`config.mk`:
```
export PLATFORM = sky130hd
export DESIGN_NAME = sw_debounce_sel
export DESIGN_NICKNAME = d
export VERILOG_FILES = /design/src/rtl/sw_debounce_sel.sv
export SDC_FILE = /design/constraint.sdc
export NUM_CORES = 1
export LEC_CHECK = 0
export BUFFER_PORTS_ARGS = -buffer_cell sky130_fd_sc_hd__buf_2
export CAP_MARGIN = 20
export CORE_MARGIN = 4
export CORE_UTILIZATION = 56
export DETAILED_ROUTE_END_ITERATION = 6
export PLACE_DENSITY = 0.76
export SYNTH_ARGS = -nofsm -noshare
export SYNTH_HDL_FRONTEND = slang
export SYNTH_SLANG_ARGS = --single-unit
```
`constraint.sdc`:
```
create_clock -name clk -period 1.7 [get_ports clk]
set_input_delay 0.255 -clock clk [delete_from_list [all_inputs] [get_ports clk]]
set_output_delay 0.255 -clock clk [all_outputs]
set_load 0.005 [all_outputs]
```
`src/rtl/sw_debounce_sel.sv`:
```
// Switch conditioning ahead of the key mux: 2-flop sync, per-bit debounce, change strobe.
// Define AUTO_SCAN_EN to let a synchronized scan_mode replace sel_out with a stepping index.
module sw_debounce_sel #(
  parameter int DATA_W    = 8,
  parameter int SEL_W     = 2,
  parameter int DB_CYCLES = 16,
  parameter int SCAN_DIV  = 1024
) (
  input  logic              clk,
  input  logic              rst,
  input  logic [DATA_W-1:0] sw_data,
  input  logic [SEL_W-1:0]  sw_sel,
  input  logic              scan_mode,
  output logic [DATA_W-1:0] data_out,
  output logic [SEL_W-1:0]  sel_out,
  output logic              chg
);

  localparam int NB = DATA_W + SEL_W;
  localparam int CW = $clog2(DB_CYCLES);
  localparam logic [CW-1:0] CNT_MAX = CW'(DB_CYCLES - 1);

  logic [NB-1:0]    sync1_q, sync2_q;
  logic [NB-1:0]    q_q, q_d;
  logic [CW-1:0]    cnt_q [NB];
  logic [CW-1:0]    cnt_d [NB];
  logic [SEL_W-1:0] sel_out_q, sel_out_d;
  logic             chg_q, chg_d;

  // Debounce: a bit is accepted only after DB_CYCLES consecutive mismatching samples.
  always_comb begin
    q_d = q_q;
    for (int i = 0; i < NB; i++) begin
      cnt_d[i] = '0;
      if (sync2_q[i] != q_q[i]) begin
        if (cnt_q[i] == CNT_MAX) begin
          q_d[i] = sync2_q[i];
        end else begin
          cnt_d[i] = cnt_q[i] + CW'(1);
        end
      end
    end
  end

`ifdef AUTO_SCAN_EN
  localparam int PW = $clog2(SCAN_DIV);
  localparam logic [PW-1:0] PRE_MAX = PW'(SCAN_DIV - 1);

  logic             scan_s1_q, scan_s2_q, scan_prev_q;
  logic [PW-1:0]    pre_q, pre_d;
  logic [SEL_W-1:0] idx_q, idx_d;

  // Scan sequencer; select debouncing keeps running underneath it.
  always_comb begin
    pre_d = pre_q;
    idx_d = idx_q;
    if (scan_s2_q && !scan_prev_q) begin
      pre_d = '0;
      idx_d = '0;
    end else if (scan_s2_q) begin
      if (pre_q == PRE_MAX) begin
        pre_d = '0;
        idx_d = idx_q + SEL_W'(1);
      end else begin
        pre_d = pre_q + PW'(1);
      end
    end
    sel_out_d = scan_s2_q ? idx_d : q_d[NB-1:DATA_W];
  end

  always_ff @(posedge clk) begin
    if (rst) begin
      scan_s1_q   <= 1'b0;
      scan_s2_q   <= 1'b0;
      scan_prev_q <= 1'b0;
      pre_q       <= '0;
      idx_q       <= '0;
    end else begin
      scan_s1_q   <= scan_mode;
      scan_s2_q   <= scan_s1_q;
      scan_prev_q <= scan_s2_q;
      pre_q       <= pre_d;
      idx_q       <= idx_d;
    end
  end
`else
  logic unused_scan_mode;
  assign unused_scan_mode = scan_mode;

  always_comb begin
    sel_out_d = q_d[NB-1:DATA_W];
  end
`endif

  // Strobe is computed from next-state so it rises together with the new output value.
  always_comb begin
    chg_d = (q_d[DATA_W-1:0] != q_q[DATA_W-1:0]) || (sel_out_d != sel_out_q);
  end

  always_ff @(posedge clk) begin
    if (rst) begin
      sync1_q   <= '0;
      sync2_q   <= '0;
      q_q       <= '0;
      sel_out_q <= '0;
      chg_q     <= 1'b0;
      for (int i = 0; i < NB; i++) cnt_q[i] <= '0;
    end else begin
      sync1_q   <= {sw_sel, sw_data};
      sync2_q   <= sync1_q;
      q_q       <= q_d;
      sel_out_q <= sel_out_d;
      chg_q     <= chg_d;
      for (int i = 0; i < NB; i++) cnt_q[i] <= cnt_d[i];
    end
  end

  assign data_out = q_q[DATA_W-1:0];
  assign sel_out  = sel_out_q;
  assign chg      = chg_q;

endmodule

```
Word level (Yosys, flattened, before mapping)
Memory sizes are Yosys's and may differ from the RTL's.
Cells that the tools add are included.
{ "word_totals": {"out_inout_bits": 11, "inputBits": 13, "ff_bits": 33, "mem_bits_rw": 40, "n_memories": 1} }
{ "op_classes": {"bitwise": 10, "n_eq_ne": 22, "reduce_logical": 1, "n_mux": 53, "add_sub_neg": 10} }
{ "memory_table": {"columns": ["name", "words", "word_bits", "rd", "rd_clocked_by_memory_dff", "write_ports", "line", "source"], "rows": [
  ["cnt_q", 10, 4, 10, 0, 10, "25", "logic [CW-1:0] cnt_q [NB];"]
]} }
{ "ops": {"columns": ["operator", "count"], "rows": [
  ["4-bit two-way mux", 30],
  ["4-bit by 1-bit adder with 4-bit output, second input constant", 10],
  ["4-bit equality test, second input constant", 10],
  ["1-bit two-way mux", 23],
  ["1-bit != test", 10],
  ["1-bit bitwise OR", 10],
  ["8-bit != test", 1],
  ["2-bit != test", 1],
  ["1-bit logical OR", 1]
]} }

Logic depth before layout (Yosys ltp)
{ "depth": {"word_depth": 5, "ltp_mapped": 5, "mapped_depth_nobuf": 5} }

Worst setup path before layout
OpenSTA, ideal clock, no wires.
{ "synth_timing": {"path_type": "flip-flop to flip-flop", "from": "memory cnt_q[5][0] in the netlist's numbering", "to": "register chg_q (netlist: chg)", "path_buffers": 0, "required_time_ns": 1.578, "path_stages_with_launch": 6, "arrival_time_ns": 0.971, "setup_time_ns": 0.122, "path_slack_ns": 0.607, "cell_sequence": "dfxtp_1 > ha_1 > nand3_1 > o22ai_1 > nor3_1 > a21oi_1"} }
{ "synth_rtl": {"columns": ["element", "line", "source"], "rows": [
  ["from (decl)", "25", null],
  ["to (signal assigned)", "113", "chg_q <= chg_d;"],
  ["to (decl)", "28", "logic chg_q, chg_d;"]
]} }

==> qor.yml <==
clock_network:
  cts_tree: "done"
  htree_levels: 3
  path_clk_slew_ns: 0.07
  cts_root_buf: "clkbuf_8"
  clock_sinks: 71
  clock_latency_ns: 0.33
  postCtsHoldBufs: 0
  post_cts_buffers: 0
  numCtsBuffers: 9
  cts_resized: 0
  cts_max_path_buffers: 2
finish:
  nNetsFinal: 298
  syn_to_final_growth_pct: 14.3
  most-common-layout-cells: "dfxtp_1 (71), nor2_1 (41), buf_2 (22), nor2b_1 (20), nand3_1 (20)"
  final_area_um2: 2870
  final_common_cell: "dfxtp_1"
  layout-drive-gt1-share_pct: 13.3
  diodes: 0
floorplanning:
  dieArea_um2: 5620
  die_w_um: 74.9
  core_area_um2: 4350
  die_y_um: 74.9
  rows: 24
  start_util_pct: 57.6
  io_pins: 24
global_route:
  grt_pass1_vias: 1665
  grt_pass1_wl_um: 6700
  grt_usage_pct: 15.9
  grt_max_degree: 25
  overflow: 0
  antenna_found_initial: 0
sta:
  slew_violations: 0
  period_share_pct: 75.8
  min_period_ns: 1.29
  finalSetupViolCount: 0
  slew_headroom_pct: 81.7
  max_freq_ghz: 0.776
  setup_tns_ns: 0
  tightest_slew_ns: 0.272
  hold_violations: 0
  clock_skew_ns: 0.00728
  rsz0062_at_grt: "no"
  timing.hold.ws_ns: 0.132
yosys:
  netlist_area_um2: 2510
  ys_seq_elements: 71
  yosysUniqueCellTypes: 16
  avgSynthCellArea_um2: 10.3
  syn_nets: 267
  syn_inst: 244
  yosysSeqAreaShare_pct: 56.6
  ys.warnings.count: 0
job:
  maxCapViolations: 0
critical_path:
  cp-start-kind: "flop"
  end_kind: "flop"
  path_max_fanout: 4
  arrival_ns: 1.55
  cp.required_ns: 1.96
  crit_type: "reg2reg"
pwr:
  powerDensity_nw_per_um2: 1010
  vdd_drop_max_v: 0.000783
  p_total_mw: 2.89
  leakage_nw: 1.25
detailed_routing:
  drc: 0
  wire_per_inst_um: 11.4
  via_per_inst: 5.00
  ant_nets: 0
  vias: 1655
  dr.pass1.iters: 4
  first_iter_violations: 82
  wl_um: 3780
place:
  io_buffers: 22
  place_area_um2: 2710
  routabilityCongestion: 0.788
  dp_hpwl_um: 2690
run_status:
  status: "finished clean"
worst_hold_path:
  min_path_type: "in2reg"
area by class of cell:
type	instances	area (um^2)
clock buffers	14	153
clock inverters	1	5.00
fillers	354	1490
multi-input cells	168	1070
flip-flops and latches	71	1420
well taps	52	65.1
repair buffers	25	158
critical path: stages (launching register included):
cell and delay (ns):
dfxtp_1 0.37, ha_1 0.21, nand3_1 0.16, o22ai_1 0.27, nor3_1 0.09, a21oi_1 0.13
power by group:
| group | switching [mW] | leakage (nW) | internal, mW |
|---|---|---|---|
| clock | 0.532 | 0.0805 | 0.561 |
| combinational | 0.0416 | 0.592 | 0.0434 |
| sequential | 0.0143 | 0.577 | 1.69 |
| total | 0.588 | 1.25 | 2.30 |
cell families (layout without fill, tap and decap cells):
group / after synthesis / in the layout / synth area share [%]
simple gates: 112 / 112 / 21.3
xor+xnor: 30 / 30 / 10.8
compound gates: 6 / 6 / 1.45
fa+ha+maj: 10 / 10 / 4.99
buf+inv: 5 / 40 / 0.897
flops: 71 / 71 / 56.6
mux: 10 / 10 / 3.99
layer usage:
metal	wire length, um	part of all wire [%]	up-vias	global-route usage, %
li1	-	-	874	-
met1	1820	48	738	19.2
met2	1650	44	33	24.9
met3	195	5.2	10	4.81
met4	112	3.0	0	9.49
met5	0	0	-	0
cells in the mapped netlist:
| library cell | count | area [um^2] |
|---|---|---|
| buf_2 | 3 | 15.0 |
| xnor2_1 | 19 | 166 |
| dfxtp_1 | 71 | 1420 |
| nor2b_1 | 20 | 125 |
| clkbuf_1 | 2 | 7.51 |
| nand2_1 | 10 | 37.5 |
| o22ai_1 | 5 | 31.3 |
| xnor2_2 | 1 | 16.3 |
| nor2_1 | 41 | 154 |
| nor3_1 | 11 | 55.1 |
| mux2i_1 | 10 | 100 |
| nand3_1 | 20 | 100 |
| a21oi_1 | 1 | 5.00 |
| ha_1 | 10 | 125 |
| and3_1 | 10 | 62.6 |
| xor2_1 | 10 | 87.6 |
sequential cells by signal, summed over array words and instances, names as in the netlist:
register  count
cnt_q        40
sync2_q      10
q_q          10
sync1_q      10
chg           1
path summary, 6_finish.rpt:
check | from | end | slack (ns) | cells past startpoint
worst min register to register | sync1_q[1] | sync2_q[1] | 0.43 | 1
worst min-delay path | sw_data[0] | sync1_q[0] | 0.13 | 2
worst max-delay path | cnt_q[8][0] | chg | 0.41 | 5
worst max register to register | cnt_q[8][0] | chg | 0.41 | 5
through the flow:
stage | utilization, % | worst slack, ns | instances
2_1_floorplan | - | 0.607 | 244
6_report | 65.9 | 0.411 | 331
5_1_grt | 65.9 | 0.316 | 331
3_5_place_dp | 62.2 | 0.445 | 316
3_3_place_gp | 62.2 | 0.474 | 316
4_1_cts | 65.9 | 0.415 | 331
No activity file was read; power rests on OpenSTA's default activity.
